File: config.mk
export PLATFORM = sky130hd
export DESIGN_NAME = sdram_axi_burst_master
export DESIGN_NICKNAME = d
export VERILOG_FILES = /design/src/rtl/sdram_axi_burst_master.sv
export SDC_FILE = /design/constraint.sdc
export NUM_CORES = 1
export LEC_CHECK = 0
export CORE_ASPECT_RATIO = 0.7
export CORE_MARGIN = 2
export CORE_UTILIZATION = 31
export CTS_CLUSTER_DIAMETER = 150
export CTS_CLUSTER_SIZE = 40
export DETAILED_ROUTE_END_ITERATION = 7
export PLACE_DENSITY = 0.78
export SYNTH_ARGS = -nofsm -noshare
export SYNTH_HDL_FRONTEND = slang
export SYNTH_SLANG_ARGS = --single-unit
File: constraint.sdc
create_clock -name clk_i -period 3.2 [get_ports clk_i]
set_input_delay 0.64 -clock clk_i [delete_from_list [all_inputs] [get_ports clk_i]]
set_output_delay 0.64 -clock clk_i [all_outputs]
set_load 0.05 [all_outputs]
File: src/rtl/sdram_axi_burst_master.sv
// Single-outstanding AXI4 INCR burst initiator: one command in, one AXI burst out,
// write beats streamed through from wr_*, read beats streamed out on rd_*, one done pulse.
module sdram_axi_burst_master #(
  parameter logic [3:0] AXI_ID   = 4'd0,
  parameter bit         CHECK_4K = 1'b1
) (
  input  logic        clk_i,
  input  logic        rst_i,
  input  logic        cmd_valid_i,
  output logic        cmd_ready_o,
  input  logic        cmd_write_i,
  input  logic [31:0] cmd_addr_i,
  input  logic [7:0]  cmd_len_i,
  input  logic        wr_valid_i,
  output logic        wr_ready_o,
  input  logic [31:0] wr_data_i,
  input  logic [3:0]  wr_strb_i,
  output logic        rd_valid_o,
  input  logic        rd_ready_i,
  output logic [31:0] rd_data_o,
  output logic        rd_last_o,
  output logic        done_o,
  output logic        err_o,
  output logic        outport_awvalid_o,
  input  logic        outport_awready_i,
  output logic [31:0] outport_awaddr_o,
  output logic [3:0]  outport_awid_o,
  output logic [7:0]  outport_awlen_o,
  output logic [1:0]  outport_awburst_o,
  output logic        outport_wvalid_o,
  input  logic        outport_wready_i,
  output logic [31:0] outport_wdata_o,
  output logic [3:0]  outport_wstrb_o,
  output logic        outport_wlast_o,
  input  logic        outport_bvalid_i,
  output logic        outport_bready_o,
  input  logic [1:0]  outport_bresp_i,
  input  logic [3:0]  outport_bid_i,
  output logic        outport_arvalid_o,
  input  logic        outport_arready_i,
  output logic [31:0] outport_araddr_o,
  output logic [3:0]  outport_arid_o,
  output logic [7:0]  outport_arlen_o,
  output logic [1:0]  outport_arburst_o,
  input  logic        outport_rvalid_i,
  output logic        outport_rready_o,
  input  logic [31:0] outport_rdata_i,
  input  logic [1:0]  outport_rresp_i,
  input  logic [3:0]  outport_rid_i,
  input  logic        outport_rlast_i
);

  typedef enum logic [2:0] {IDLE, CHK, AW, WDATA, BRESP, AR, RDATA} state_t;

  state_t      state_reg, state_next;
  logic        write_reg, write_next;
  logic [31:0] addr_reg, addr_next;
  logic [7:0]  len_reg, len_next;
  logic [7:0]  count_reg, count_next;
  logic [3:0]  id_reg, id_next;
  logic        sticky_reg, sticky_next;
  logic        done_reg, done_next;
  logic        err_reg, err_next;

  logic        last_beat;
  logic        bad_align;
  logic        crosses_4k;
  logic [12:0] span;
  logic [12:0] end_offset;
  logic        beat_err;

  assign last_beat  = (count_reg == len_reg);
  assign bad_align  = (addr_reg[1:0] != 2'b00);
  // 13-bit sum so a 256-beat burst from offset 0xFFC cannot overflow the compare
  assign span       = ({5'd0, len_reg} + 13'd1) << 2;
  assign end_offset = {1'b0, addr_reg[11:0]} + span;
  assign crosses_4k = CHECK_4K && (end_offset > 13'd4096);
  assign beat_err   = (outport_rresp_i != 2'b00) || (outport_rid_i != AXI_ID) ||
                      (outport_rlast_i != last_beat);

  assign outport_awaddr_o  = addr_reg;
  assign outport_awlen_o   = len_reg;
  assign outport_awid_o    = id_reg;
  assign outport_awburst_o = 2'b01;
  assign outport_araddr_o  = addr_reg;
  assign outport_arlen_o   = len_reg;
  assign outport_arid_o    = id_reg;
  assign outport_arburst_o = 2'b01;
  assign outport_wdata_o   = wr_data_i;
  assign outport_wstrb_o   = wr_strb_i;
  assign rd_data_o         = outport_rdata_i;
  assign done_o            = done_reg;
  assign err_o             = err_reg;

  always_ff @(posedge clk_i or posedge rst_i) begin
    if (rst_i) state_reg <= IDLE;
    else       state_reg <= state_next;
  end

  always_ff @(posedge clk_i or posedge rst_i) begin
    if (rst_i) begin
      write_reg  <= 1'b0;
      addr_reg   <= '0;
      len_reg    <= '0;
      count_reg  <= '0;
      id_reg     <= '0;
      sticky_reg <= 1'b0;
      done_reg   <= 1'b0;
      err_reg    <= 1'b0;
    end else begin
      write_reg  <= write_next;
      addr_reg   <= addr_next;
      len_reg    <= len_next;
      count_reg  <= count_next;
      id_reg     <= id_next;
      sticky_reg <= sticky_next;
      done_reg   <= done_next;
      err_reg    <= err_next;
    end
  end

  always_comb begin
    state_next        = state_reg;
    write_next        = write_reg;
    addr_next         = addr_reg;
    len_next          = len_reg;
    count_next        = count_reg;
    id_next           = id_reg;
    sticky_next       = sticky_reg;
    done_next         = 1'b0;
    err_next          = 1'b0;
    cmd_ready_o       = 1'b0;
    wr_ready_o        = 1'b0;
    rd_valid_o        = 1'b0;
    rd_last_o         = 1'b0;
    outport_awvalid_o = 1'b0;
    outport_wvalid_o  = 1'b0;
    outport_wlast_o   = 1'b0;
    outport_bready_o  = 1'b0;
    outport_arvalid_o = 1'b0;
    outport_rready_o  = 1'b0;

    case (state_reg)
      IDLE: begin
        cmd_ready_o = 1'b1;
        if (cmd_valid_i) begin
          write_next  = cmd_write_i;
          addr_next   = cmd_addr_i;
          len_next    = cmd_len_i;
          id_next     = AXI_ID;
          count_next  = 8'd0;
          sticky_next = 1'b0;
          state_next  = CHK;
        end
      end
      CHK: begin
        if (bad_align || crosses_4k) begin
          done_next  = 1'b1;
          err_next   = 1'b1;
          state_next = IDLE;
        end else begin
          state_next = write_reg ? AW : AR;
        end
      end
      AW: begin
        outport_awvalid_o = 1'b1;
        if (outport_awready_i) state_next = WDATA;
      end
      WDATA: begin
        outport_wvalid_o = wr_valid_i;
        wr_ready_o       = outport_wready_i;
        outport_wlast_o  = last_beat;
        if (wr_valid_i && outport_wready_i) begin
          count_next = count_reg + 8'd1;
          if (last_beat) state_next = BRESP;
        end
      end
      BRESP: begin
        outport_bready_o = 1'b1;
        if (outport_bvalid_i) begin
          done_next  = 1'b1;
          err_next   = (outport_bresp_i != 2'b00) || (outport_bid_i != AXI_ID);
          state_next = IDLE;
        end
      end
      AR: begin
        outport_arvalid_o = 1'b1;
        if (outport_arready_i) state_next = RDATA;
      end
      RDATA: begin
        rd_valid_o       = outport_rvalid_i;
        outport_rready_o = rd_ready_i;
        rd_last_o        = last_beat;
        if (outport_rvalid_i && rd_ready_i) begin
          sticky_next = sticky_reg | beat_err;
          count_next  = count_reg + 8'd1;
          if (last_beat) begin
            done_next  = 1'b1;
            err_next   = sticky_reg | beat_err;
            state_next = IDLE;
          end
        end
      end
      default: state_next = IDLE;
    endcase
  end

endmodule
==> results of run 1 <==
==> cell type report <==
class	instances	area [um^2]
inverters	6	23.8
clock inverters	2	12.5
repair buffers	166	1650
well taps	162	203
fillers	1213	7430
multi-input cells	305	1760
flip-flops and latches	55	1380
clock buffers	6	129
==> repair_timing <==
| action | 4_1_cts | 5_1_grt |
|---|---|---|
| setup buffers | 0 | 2 |
| resized for setup | 0 | 5 |
| setup endpoints to repair | 0 | 7 |
==> placed cells by master (no fill, tap or decap), types with 2 or more instances in the layout <==
cell	n
buf_12	2
xnor2_1	7
clkdlybuf4s50_1	153
a21o_1	2
nand2_1	142
dfrtp_1	50
ha_2	2
nand4_1	3
o41ai_2	2
o21ai_0	5
a211oi_1	4
o21a_1	4
nor3_1	5
mux2i_1	2
buf_4	11
nand4b_1	2
nand3b_1	2
nor2b_1	5
clkbuf_16	5
a21oi_1	10
clkinv_2	2
nand2b_1	3
ha_1	10
inv_1	4
a221o_1	3
or4_1	2
xor2_1	16
a21boi_1	2
and2_1	2
a31oi_1	3
conb_1	12
nor4_1	3
nor2_1	13
o211ai_1	3
dfrtp_2	5
o31ai_1	3
nand3_1	6
and3_1	4
==> stage by stage <==
step | cells | hold slack, ps | setup WS [ps]
finish | 702 | 506 | 91.0
global route | 702 | 555 | -37.8
CTS | 700 | 512 | 9.13
detailed placement | 692 | 494 | 41.5
floorplan | 500 | 508 | 103
global placement | 692 | 484 | 159
==> worst max-delay path by stage <==
stage,startpoint,end
6_report,outport_arlen_o[1],err_o
3_3_place_gp,outport_arlen_o[0],err_o
2_1_floorplan,outport_arlen_o[0],err_o
5_1_grt,outport_arlen_o[1],err_o
3_5_place_dp,outport_arlen_o[1],err_o
4_1_cts,outport_arlen_o[1],err_o
==> power by group through the flow <==
stage                     registers [W]  logic, W  clock network [W]
after floorplan                 0.00212   0.00291                  0
after global placement          0.00137   0.00458                  0
after detailed placement        0.00138   0.00460                  0
after CTS                       0.00138   0.00462           0.000565
after global routing            0.00143   0.00496           0.000586
final                           0.00137   0.00468           0.000536
==> worst max-delay path, cell delays in order (launching register included) <==
cell and delay [ps]:
dfrtp_2 440, and3_1 180, nand3_1 130, or2_4 260, xnor2_1 130, ha_2 370, clkinv_2 60, o21a_1 190
a221o_1 380, a2111oi_4 250, a31oi_4 180, a221o_1 410
==> per-layer routing <==
layer	up-vias	GRT usage
met2	193	0.242
met4	2	0.0362
met1	1544	0.200
met5	-	0
met3	10	0.0905
li1	1577	-
==> kinds of logic (layout without fill, tap and decap cells) <==
logic type / count (synthesis) / count (layout) / synth area share
xor gates and xnor gates: 23 / 23 / 0.0498
adders and majority gates: 13 / 13 / 0.0421
AOI/OAI and AO/OA: 55 / 55 / 0.107
and+or+nand+nor: 200 / 200 / 0.212
buffers and inverters: 140 / 180 / 0.242
muxes: 2 / 2 / 0.00495
other: 2 / 12 / 0.00186
DFF: 55 / 55 / 0.340
==> run summary, run 1 <==
Outcome -> completed
Placed Area -> 4980 um^2
Required time worst endpoint -> 3370 ps
Measured slew at the worst slew-check pin -> 836 ps
EDFF count, synth -> 0
Clock buffer count from CTS -> 5
Yosys warning count -> 0
Initial Utilization -> 0.321
Hold path startpoint -> outport_araddr_o[31]
Metal2 WL -> 5070 um
Relative slew slack -> 0.440
Crit path max fanout -> 7
Routed metal-1 wirelength -> 4930 um
Full die area -> 14,000 um^2
Gr usage total -> 0.160
Worst IR Drop VDD -> 0.615 mV
Sequential share of the synthesized area -> 0.340
RSZ-0062 raised after global routing -> yes
CTS Root Cell -> clkbuf_16
Vias in the first global route -> 3,262
Ys flop type -> dfrtp_1
Iter 0 DRT Violations -> 127
Clk pwr share -> 0.081
CTS Sinks -> 55
Number of flip-flops in the largest register -> 32
Hold crit path type -> flop to flop
Clock latency on the worst-skew pair -> 290 ps
Final hold violation count -> 0
Arrival @ worst endpoint -> 3270 ps
Number of remaining DRC errors -> 0
LEAKAGE -> 2.30 nW
Metal3 WL -> 1330 um
Commonest cells in the synthesized netlist -> 143 x nand2_1, 120 x buf_4, 55 x dfrtp_1, 16 x xor2_1, 14 x nor2_1
H-tree levels -> 2
R2R Setup Slk -> 90 ps
Logic pwr share -> 0.711
Syn Area/Cell -> 8.25 um^2
GPL Wtd Cong -> 0.822
# IOs -> 304
WL/cell -> 16.3 um
GRT overflow -> 0
Post-synth top area share -> 0.340
Clk slew on worst S/H paths -> 70 ps
P&R area growth vs syn -> 27.6%
Initial antenna violation count -> 1
Post-Synthesis Cells -> 490
Port-buffer cells -> 155
Layout Utilization -> 0.410
Drt total wl -> 11,400 um
Die Ht -> 99.5 um
Int Power -> 0.00287 W
Detailed-route via count -> 3,326
Mapped cell area -> 4040 um^2
Synth Register Bits -> 55
Netlist cell types -> 54
Worst Setup End Kind -> flop
First drt pass iteration count -> 4
Hold buffers post-CTS -> 0
Power, Total -> 0.00659 W
Vias/cell -> 4.74
Crit path launch type -> flop
FF-to-FF path depth -> 11
Reg-to-Reg Start -> outport_arlen_o[1]
Core ar. -> 12,600 um^2
Maximum clock frequency -> 0.322 GHz
Largest net degree at the start of global routing -> 44
N_diodes -> 0
Post-Layout Inst Area -> 5160 um^2
Dominant cells by area after synthesis -> dfrtp_1 34%, buf_4 22%, nand2_1 13%, ha_1 3.7%, xor2_1 3.5%
Fin crit share -> 0.972
Flop pwr share -> 0.208
FP Rows -> 34
First-pass GRT wire length -> 17,600 um
Fraction of registers with async set/reset -> 1.00
Max Root-Sink Buffers -> 2
Die width -> 140 um
Setup_tns -> 0 ps
Highest routed layer -> met5
CTS tree -> done
Hpwl dp -> 8850 um
Final net count -> 684
Area leader, netlist -> dfrtp_1
PwrDens -> 1280 nW/um^2
WHS Endpoint -> outport_araddr_o[31]
Clock skew -> 9.12 ps
Antenna Violating Nets Remaining -> 0
Crit Path Class -> flop to flop
WHS Path Cells -> 2
Share of layout cells above drive strength 1 -> 0.0759
Reg-to-Reg End -> err_o
Min Tclk post-route -> 3110 ps
Most common cell in the synthesized netlist -> nand2_1
Sw frac -> 0.565
Max-slew violation count -> 0
Sw Pwr -> 0.00372 W
Setup violators final -> 0
Max-cap violations -> 0
Power figures use the tool's default switching activity.
==> run 2, diff against run 1 <==
Settings changed: CTS_BUF_LIST from default to sky130_fd_sc_hd__clkbuf_16.
==> run 2 against run 1 <==
Sequential power about the same. Design area did not move. Flip-flop and latch count unchanged. Setup slack worse by 1.8 ps. Non-clock buffer count is the same. Hold slack unchanged. Critical path type unchanged. Critical endpoint unchanged.
==> run summary, run 2 (synthesized netlist as in run 1, its figures left out) <==
Outcome -> completed
Crit path top cell by count -> a221o_1
Post-Layout Inst Area -> 5160 um^2
Number of flip-flops in the largest register -> 32
Pre-CTS WS -> 41.5 ps
Max-slew violation count -> 0
WL/cell -> 16.3 um
FP Rows -> 34
Clk pwr share -> 0.081
Measured slew at the worst slew-check pin -> 839 ps
N_diodes -> 0
CTS Root Cell -> clkbuf_16
Relative slew slack -> 0.438
Initial antenna violation count -> 1
Number of remaining DRC errors -> 0
Clock latency on the worst-skew pair -> 290 ps
H-tree levels -> 2
CP max stage delay -> 440 ps
Worst Setup End Kind -> flop
Fin crit share -> 0.972
Worst IR Drop VDD -> 0.615 mV
Int Power -> 0.00287 W
Hold_ws -> 506 ps
Placed Area -> 4980 um^2
Maximum clock frequency -> 0.321 GHz
Logic pwr share -> 0.711
CTS Sinks -> 55
Max Root-Sink Buffers -> 2
Detailed-route via count -> 3,327
GRT overflow -> 0
Most common cell after layout, fill and taps aside -> clkdlybuf4s50_1
Hpwl dp -> 8850 um
Port-buffer cells -> 155
LEAKAGE -> 2.30 nW
First-pass GRT wire length -> 17,600 um
Crit Path Class -> flop to flop
First drt pass iteration count -> 4
Hold crit path type -> flop to flop
Final hold violation count -> 0
CTS tree -> done
Vias/cell -> 4.74
Core ar. -> 12,600 um^2
# IOs -> 304
Hold buffers post-CTS -> 0
Crit path max fanout -> 7
Most frequent cells in the layout -> 153 x clkdlybuf4s50_1, 142 x nand2_1, 50 x dfrtp_1
Clk slew on worst S/H paths -> 70 ps
Min Tclk post-route -> 3110 ps
Setup violators final -> 0
PwrDens -> 1280 nW/um^2
Crit path launch type -> flop
Die Ht -> 99.5 um
RSZ-0062 raised after global routing -> yes
Vias in the first global route -> 3,262
Final net count -> 684
Layout Utilization -> 0.410
Final WS setup -> 89.1 ps
Antenna Violating Nets Remaining -> 0
Drt total wl -> 11,500 um
Iter 0 DRT Violations -> 127
Clock skew -> 9.39 ps
Sw Pwr -> 0.00372 W
Power, Total -> 0.00659 W
Share of layout cells above drive strength 1 -> 0.0759
CP max-delay cell -> dfrtp_2
Fill count -> 1,213
Worst-path cell chain -> and3_1 > nand3_1 > or2_4 > xnor2_1 > ha_2 > clkinv_2 > o21a_1 > a221o_1 > a2111oi_4 > a31oi_4 > a221o_1
Full die area -> 14,000 um^2
GPL Wtd Cong -> 0.822
Largest net degree at the start of global routing -> 44
Flop pwr share -> 0.208
Sw frac -> 0.565
Max-cap violations -> 0
Gr usage total -> 0.160
Required time worst endpoint -> 3370 ps
Initial Utilization -> 0.321
Clock buffer count from CTS -> 5
Die width -> 140 um
Arrival @ worst endpoint -> 3280 ps
P&R area growth vs syn -> 27.6%
[run 2: cell count changes in the layout (fill, tap and decap cells not counted), sizes merged]
cell,before,now
clkbuf,6,5
inv,5,6
[run 2: timing repair]
action | in CTS | in global routing
endpoints found under the setup margin | 0 | 7
buffers inserted | 0 | 2
resized for setup | 0 | 5
[run 2: power by group through the flow]
stage / Clock (W) / Combinational [W] / Sequential (W)
2_1_floorplan: 0 / 0.00291 / 0.00212
3_3_place_gp: 0 / 0.00458 / 0.00137
3_5_place_dp: 0 / 0.00460 / 0.00138
4_1_cts: 0.000562 / 0.00462 / 0.00138
5_1_grt: 0.000584 / 0.00496 / 0.00143
6_report: 0.000533 / 0.00469 / 0.00137
[run 2: routing by layer]
| metal | routed length (um) | GRT usage |
|---|---|---|
| met1 | 4940 | 0.200 |
| met2 | 5070 | 0.242 |
| met3 | 1340 | 0.0905 |
| met4 | 98 | 0.0362 |
| met5 | 16 | 0 |
[run 2: final cells by class]
cell class,count,area [um^2],share of cell area
Inverter,6,23.8,0.00461
Timing Repair Buffer,166,1650,0.321
Clock inverter,3,16.3,0.00315
Multi-Input combinational cell,305,1760,0.340
Clock buffer,5,125,0.0242
Tap cell,162,203,0.0393
Sequential cell,55,1380,0.268
[run 2: path summary, 6_finish.rpt]
path / startpoint / slack [ps] / end / cells after the start
max: outport_arlen_o[1] / 90 / err_o / 11
min reg2reg: outport_araddr_o[31] / 510 / outport_araddr_o[31] / 2
min: outport_araddr_o[31] / 510 / outport_araddr_o[31] / 2
max reg2reg: outport_arlen_o[1] / 90 / err_o / 11
max in group asynchronous: rst_i / 2030 / outport_arlen_o[4] / 3
min in group asynchronous: rst_i / 580 / outport_arlen_o[6] / 2
[run 2: per-stage QoR]
stage | setup TNS, ps | std cells
global route | -38.2 | 702
floorplan | 0 | 500
detailed placement | 0 | 692
CTS | 0 | 700
finish | 0 | 702
global placement | 0 | 692
[run 2: critical path, delay by kind of cell (launching register included)]
kind | cells | cell delay (ps)
adders and majority gates | 1 | 370
xor gates and xnor gates | 1 | 130
and+or+nand+nor | 3 | 570
buffers and inverters | 1 | 60
DFF | 1 | 440
AOI/OAI and AO/OA | 5 | 1410
==> run 3, diff against run 2 <==
Settings changed: SLEW_MARGIN from default to 40.
==> run 3 against run 2 <==
First-iteration DRC count is 3.9% higher. Design area hardly changed. Largest cell class unchanged. Fmax hardly changed. Setup slack better by 2.6 ps.
==> run summary, run 3 (synthesized netlist as in run 1, its figures left out) <==
Outcome -> completed
Logic pwr share -> 0.711
Vias/cell -> 4.74
Initial Utilization -> 0.321
Max-slew violation count -> 0
Int Power -> 0.00287 W
Most frequent cells in the layout -> 153 x clkdlybuf4s50_1, 142 x nand2_1, 50 x dfrtp_1
Final hold violation count -> 0
Gr usage total -> 0.160
Initial antenna violation count -> 1
RSZ-0062 raised after global routing -> yes
Drt total wl -> 11,400 um
Clock buffer count from CTS -> 5
CTS Sinks -> 55
Clk slew on worst S/H paths -> 70 ps
CP max-delay cell -> dfrtp_2
Fin crit share -> 0.971
First-pass GRT wire length -> 17,600 um
Clk pwr share -> 0.081
Crit Path Class -> flop to flop
Die width -> 140 um
Maximum clock frequency -> 0.322 GHz
Sw frac -> 0.565
Hold_ws -> 506 ps
Max-cap violations -> 0
Worst-path cell chain -> and3_1 > nand3_1 > or2_4 > xnor2_1 > ha_2 > clkinv_2 > o21a_1 > a221o_1 > a2111oi_4 > a31oi_4 > a221o_1
Worst IR Drop VDD -> 0.615 mV
CP delay by family, top -> compound AO/OA/AOI/OAI gates
Power, Total -> 0.00660 W
First drt pass iteration count -> 4
Crit path launch type -> flop
PwrDens -> 1280 nW/um^2
Hold buffers post-CTS -> 0
Clock skew -> 8.14 ps
Crit path max fanout -> 7
Setup_tns -> 0 ps
N_diodes -> 0
# IOs -> 304
Buffers & Inverters on Critical Path -> 1
Vias in the first global route -> 3,262
Worst Setup End Kind -> flop
Arrival @ worst endpoint -> 3270 ps
Detailed-route via count -> 3,325
Measured slew at the worst slew-check pin -> 733 ps
P&R area growth vs syn -> 27.8%
WL/cell -> 16.3 um
GPL Wtd Cong -> 0.822
Setup violators final -> 0
Clock latency on the worst-skew pair -> 290 ps
Iter 0 DRT Violations -> 132
Most common cell after layout, fill and taps aside -> clkdlybuf4s50_1
Port-buffer cells -> 155
CTS Root Cell -> clkbuf_16
Largest net degree at the start of global routing -> 44
Antenna Violating Nets Remaining -> 0
Final net count -> 684
Layout Utilization -> 0.410
Number of flip-flops in the largest register -> 32
FP Rows -> 34
GRT overflow -> 0
Full die area -> 14,000 um^2
LEAKAGE -> 2.31 nW
Die Ht -> 99.5 um
Max Root-Sink Buffers -> 2
Min Tclk post-route -> 3110 ps
Hpwl dp -> 8850 um
CP max stage delay -> 440 ps
Pre-CTS WS -> 41.5 ps
Sw Pwr -> 0.00373 W
Number of remaining DRC errors -> 0
Hold crit path type -> flop to flop
Crit path top cell by count -> a221o_1
Share of layout cells above drive strength 1 -> 0.0759
Relative slew slack -> 0.511
H-tree levels -> 2
Final WS setup -> 91.7 ps
Core ar. -> 12,600 um^2
CTS tree -> done
Required time worst endpoint -> 3370 ps
Flop pwr share -> 0.208
[run 3: cell counts in the layout (fill, tap and decap cells not counted)]
No cell type changed its count.
[run 3: power groups by stage]
stage | sequential (W) | combinational, W | clock, W
finish | 0.00137 | 0.00469 | 0.000533
global route | 0.00143 | 0.00497 | 0.000584
CTS | 0.00138 | 0.00462 | 0.000562
detailed placement | 0.00138 | 0.00460 | 0
global placement | 0.00137 | 0.00458 | 0
floorplan | 0.00212 | 0.00291 | 0
[run 3: repair_timing]
item                       CTS  global route
setup endpoints to repair    0             7
setup buffers                0             2
resized for setup            0             5
[run 3: stage by stage]
stage	instances	cell area, um^2
after floorplan	500	4090
after global placement	692	4980
after detailed placement	692	4980
after CTS	700	5120
after global routing	702	5160
final	702	5160
[run 3: worst min-delay path: cells and delay by family (launching register included)]
| kind | cells | cell delay, ps |
|---|---|---|
| simple gates | 2 | 110 |
| flops | 1 | 360 |
[run 3: cell type report]
cell class              instances  area (um^2)
clock inverters                 3         16.3
inverters                       6         23.8
repair buffers                166         1650
fillers                      1212         7430
clock buffers                   5          125
well taps                     162          203
flip-flops and latches         55         1380
multi-input cells             305         1760
[run 3: final timing paths]
kind / startpoint / end / slack, ps / depth (start not counted)
min reg2reg: outport_araddr_o[31] / outport_araddr_o[31] / 510 / 2
max: outport_arlen_o[1] / err_o / 90 / 11
min in group asynchronous: rst_i / outport_arlen_o[6] / 580 / 2
min: outport_araddr_o[31] / outport_araddr_o[31] / 510 / 2
max reg2reg: outport_arlen_o[1] / err_o / 90 / 11
max in group asynchronous: rst_i / outport_arlen_o[2] / 2030 / 3
[run 3: metal layers]
| metal | global-route usage | vias to the layer above | share of wire |
|---|---|---|---|
| li1 | - | 1576 | - |
| met1 | 0.200 | 1541 | 0.43 |
| met2 | 0.242 | 198 | 0.44 |
| met3 | 0.0905 | 8 | 0.12 |
| met4 | 0.0362 | 2 | 0.0072 |
| met5 | 0 | - | 0.0014 |
